==> src/rtl/alu_op_sequencer.sv <==
// Sweeps opcodes 0..15 through an external ALU with latched operands and
// records {valid, flag, result} per opcode in a 16-entry result buffer.
module alu_op_sequencer #(
  parameter int unsigned SETTLE = 1
) (
  input  logic       clk,
  input  logic       rst_n,
  input  logic       start,
  input  logic       abort,
  input  logic [7:0] a_in,
  input  logic [7:0] b_in,
  output logic [7:0] alu_a,
  output logic [7:0] alu_b,
  output logic [3:0] alu_op,
  input  logic [7:0] alu_r,
  input  logic       alu_e,
  output logic       busy,
  output logic       done,
  output logic [4:0] err_count,
  input  logic [3:0] rd_addr,
  output logic [9:0] rd_data,
  output logic [2:0] dbg_state
);

  // Handshake: start is a level request honoured only in IDLE with abort low;
  // abort cancels any non-IDLE state on the next edge; done is a 1-cycle pulse.

  typedef enum logic [2:0] {
    IDLE    = 3'd0,
    ISSUE   = 3'd1,
    WAIT    = 3'd2,
    CAPTURE = 3'd3,
    DONE    = 3'd4
  } state_t;

  localparam logic [2:0] WAIT_LOAD = (SETTLE == 0) ? 3'd0 : 3'(SETTLE - 1);

  state_t      state_q;
  logic [7:0]  a_q;
  logic [7:0]  b_q;
  logic [3:0]  op_q;
  logic        busy_q;
  logic        done_q;
  logic [4:0]  err_q;
  logic [2:0]  wait_cnt_q;
  logic [15:0] valid_q;
  logic [9:0]  rd_data_q;
  logic [8:0]  mem_q [16];
  logic        cap_we;

  // The in-flight opcode is never written when abort hits its CAPTURE cycle.
  assign cap_we = (state_q == CAPTURE) && !abort;

  always_ff @(posedge clk or negedge rst_n) begin
    if (!rst_n) begin
      state_q    <= IDLE;
      a_q        <= '0;
      b_q        <= '0;
      op_q       <= '0;
      busy_q     <= 1'b0;
      done_q     <= 1'b0;
      err_q      <= '0;
      wait_cnt_q <= '0;
      valid_q    <= '0;
    end else begin
      done_q <= 1'b0;
      if (state_q != IDLE && abort) begin
        state_q <= IDLE;
        busy_q  <= 1'b0;
      end else begin
        case (state_q)
          IDLE: begin
            if (start && !abort) begin
              a_q     <= a_in;
              b_q     <= b_in;
              op_q    <= '0;
              valid_q <= '0;
              err_q   <= '0;
              busy_q  <= 1'b1;
              state_q <= ISSUE;
            end
          end
          ISSUE: begin
            if (SETTLE > 0) begin
              wait_cnt_q <= WAIT_LOAD;
              state_q    <= WAIT;
            end else begin
              state_q <= CAPTURE;
            end
          end
          WAIT: begin
            if (wait_cnt_q == 3'd0) begin
              state_q <= CAPTURE;
            end else begin
              wait_cnt_q <= wait_cnt_q - 3'd1;
            end
          end
          CAPTURE: begin
            valid_q[op_q] <= 1'b1;
            if (alu_e && err_q != 5'd16) begin
              err_q <= err_q + 5'd1;
            end
            if (op_q == 4'd15) begin
              state_q <= DONE;
            end else begin
              op_q    <= op_q + 4'd1;
              state_q <= ISSUE;
            end
          end
          DONE: begin
            done_q  <= 1'b1;
            busy_q  <= 1'b0;
            state_q <= IDLE;
          end
          default: begin
            state_q <= IDLE;
            busy_q  <= 1'b0;
          end
        endcase
      end
    end
  end

  // Buffer payload needs no reset: valid_q gates every read.
  always_ff @(posedge clk) begin
    if (cap_we) begin
      mem_q[op_q] <= {alu_e, alu_r};
    end
  end

  always_ff @(posedge clk or negedge rst_n) begin
    if (!rst_n) begin
      rd_data_q <= '0;
    end else if (valid_q[rd_addr]) begin
      rd_data_q <= {1'b1, mem_q[rd_addr]};
    end else begin
      rd_data_q <= '0;
    end
  end

  assign alu_a     = a_q;
  assign alu_b     = b_q;
  assign alu_op    = op_q;
  assign busy      = busy_q;
  assign done      = done_q;
  assign err_count = err_q;
  assign rd_data   = rd_data_q;
  assign dbg_state = state_q;

endmodule

==> config.mk <==
export PLATFORM = sky130hd
export DESIGN_NAME = alu_op_sequencer
export DESIGN_NICKNAME = d
export VERILOG_FILES = /design/src/rtl/alu_op_sequencer.sv
export SDC_FILE = /design/constraint.sdc
export NUM_CORES = 1
export LEC_CHECK = 0
export ABC_CLOCK_PERIOD_IN_PS = 7300
export CAP_MARGIN = 20
export CORE_ASPECT_RATIO = 1.75
export CORE_UTILIZATION = 62
export CTS_BUF_LIST = sky130_fd_sc_hd__clkbuf_4 sky130_fd_sc_hd__clkbuf_8
export CTS_CLUSTER_DIAMETER = 80
export DETAILED_ROUTE_END_ITERATION = 7
export MAX_ROUTING_LAYER = met4
export PLACE_DENSITY = 0.85
export RECOVER_POWER = 50
export SYNTH_ARGS = -nofsm -noshare
export SYNTH_HDL_FRONTEND = slang
export SYNTH_SLANG_ARGS = --single-unit
==> constraint.sdc <==
create_clock -name clk -period 7.3 [get_ports clk]
set_input_delay 1.825 -clock clk [delete_from_list [all_inputs] [get_ports clk]]
set_output_delay 1.825 -clock clk [all_outputs]
set_load 0.03 [all_outputs]
==> results.yml <==
setup_path:
  reg2reg_slack_ns: 4.59
  arrival_ns: 4.18
  crit_path_start_kind: "primary input"
  r2r_cells: 4
  crit-reg2reg-launch: "dbg_state[2]"
  crit_end: "err_count[3]"
  path_depth: 2
  regToRegEndpoint: "mem_q[12][0]"
  crit_path_end_kind: "asynchronous set/reset pin"
  crit_fanout: 59
  cpLargestDelayFamily: "buffers and inverters"
  crit_required_ns: 7.21
  crit_start: "rst_n"
  crit_chain: "buf_2 -> clkbuf_1"
  critPathMaxStageDelay_ns: 2.22
  worstSetupPathType: "primary input to asynchronous set/reset pin"
  cp_slowest_cell: "clkbuf_1"
  cp.buffers_inverters: 2
synth:
  synth_seq_area_share: 0.704
  ys_top_cells_by_count: "edfxtp_1 (144), nand2_1 (63), dfrtp_1 (59)"
  synth-async-reset-ratio: 0.291
  synth_fp_nets: 543
  synth_top_area_frac: 0.525
  netlist_instances: 502
  postSynthAreaPerCell_um2: 16.4
  yosysUniqueCellTypes: 43
  ys_top_cells_by_area: "edfxtp_1 (52%), dfrtp_1 (18%), mux4_1 (7.3%)"
  synth_edf_count: 144
  syn-cell-area_um2: 8240
  synth_seq_cells: 203
  yosysTopAreaCell: "edfxtp_1"
  yosysMostFrequentCell: "edfxtp_1"
  ys.flop_type: "edfxtp_1"
  synth_warnings: 0
sta:
  max_slew_margin: -1.12
  rsz0062_at_grt: "false"
  slew_violations: 60
  fmax_ghz: 0.234
  fin_crit_sh: 0.586
  hold_slack_ns: 0.483
  worst_pin_slew_ns: 3.17
  final.setup.tns_ns: 0
  setup_viol: 0
  skew_ns: 0.00867
  min_period_ns: 4.28
  finalHoldViolations: 0
detailed_routing:
  drt_iter0_markers: 248
  ant_nets: 0
  via_per_inst: 6.08
  drc: 0
  first_pass_iters: 5
  wl_mm: 16.9
  vias: 4739
  wl_per_cell_um: 21.7
grt:
  grt_max_degree: 60
  grt_pass1_wl_mm: 25.8
  grt_use_total: 0.267
  grt_remaining_overflow: 0
  grt_pass1_vias: 4917
  antenna_found_initial: 0
placement:
  place_area_um2: 9040
  place_hpwl_mm: 11.5
  io_buffers: 72
  finalWeightedCongestion: 0.882
finish:
  fin_util: 0.745
  register_area_um2: 5800
  nFillCells: 807
  finish.instance_area_um2: 9640
  multi_input_area_um2: 2240
  drive_above_1_share: 0.128
  area_growth_pct: 17.0
  nets: 629
  num_antenna_cells: 0
die:
  row_count: 55
  ios: 73
  dieArea_um2: 13800
  start_util: 0.637
  die_w_um: 89.1
  core_um2: 12900
  die-height_um: 154
power_and_ir_drop:
  p_leak_nw: 3.57
  power.density_nw_per_um2: 261
  ir_worst_vdd_mv: 0.214
clock_network:
  cts_num_sinks: 203
  path_clk_slew_ns: 0.07
  root_buffer: "clkbuf_8"
  cts_hold_buf: 0
  clk_path_buf_depth: 3
  postCtsSetupRepairBufs: 0
  clkLatencyLatePin_ns: 0.51
  cts_buffers: 27
  htreeDepth: 1
  cts_resized: 0
  cts_tree: "built"
run_status:
  violations: "max-capacitance violations, max-slew violations"
  outcome: "finished, violations left"
hold_path:
  hold_class: "register to register"
job:
  maxCapViolations: 1
metal layers:
| metal | global-route usage | vias up | routed length [um] |
|---|---|---|---|
| li1 | - | 2127 | - |
| met5 | - | - | 0 |
| met3 | 0.0336 | 51 | 857 |
| met4 | 0.140 | 0 | 925 |
| met2 | 0.469 | 197 | 9300 |
| met1 | 0.287 | 2364 | 5820 |
power by group:
part	switching (mW)	leakage, nW	internal [mW]
Clock	0.390	0.310	0.496
Combinational	0.195	1.17	0.124
Sequential	0.0301	2.09	1.28
Total	0.615	3.57	1.90
area by class of cell:
class                      instances  area share
sequential                       203       0.602
clock inverter                    11      0.0109
multi-input combinational        265       0.232
inverter                          11     0.00428
tap                              171      0.0222
clock buffer                      38      0.0497
timing repair buffer              80      0.0787
placed cells by master, fill, tap and decap left out, types with 17 or more instances in the layout:
master	n
clkdlybuf4s50_1	59
dfrtp_1	59
edfxtp_1	144
mux4_1	23
mux4_2	17
nand2_1	63
nor2_1	39
a22oi_1	18
clkbuf_8	31
kinds of logic after synthesis:
logic type | count (synthesis) | synth area share
muxes | 41 | 0.121
adders and majority gates | 8 | 0.0122
DFF | 203 | 0.704
xor gates and xnor gates | 1 | 0.00106
buffers and inverters | 34 | 0.0243
and+or+nand+nor | 135 | 0.0726
AOI/OAI and AO/OA | 80 | 0.0644
metrics by stage:
stage / setup WS [ns] / cells / total power [mW]
2_1_floorplan: 3.59 / 502 / 1.51
3_3_place_gp: 2.80 / 725 / 1.64
3_5_place_dp: 2.59 / 727 / 1.65
4_1_cts: 3.12 / 776 / 2.53
5_1_grt: 2.35 / 779 / 2.59
6_report: 3.02 / 779 / 2.51
sequential cells by signal, indices dropped and copies added (netlist names), 3 cells and up:
register	count
alu_b	8
wait_cnt_q	3
alu_op	4
valid_q	16
mem_q	144
err_count	5
alu_a	8
rd_data	10
dbg_state	3
worst min path at each step:
stage	cells after the start	start	to	slack [ns]
floorplan	2	valid_q[11]	valid_q[11]	0.45
global placement	2	alu_b[6]	alu_b[6]	0.46
detailed placement	2	alu_a[2]	alu_a[2]	0.46
CTS	2	alu_a[2]	alu_a[2]	0.49
global route	2	alu_b[0]	alu_b[0]	0.51
finish	2	alu_a[5]	alu_a[5]	0.48
No activity file was read; power rests on OpenSTA's default activity.
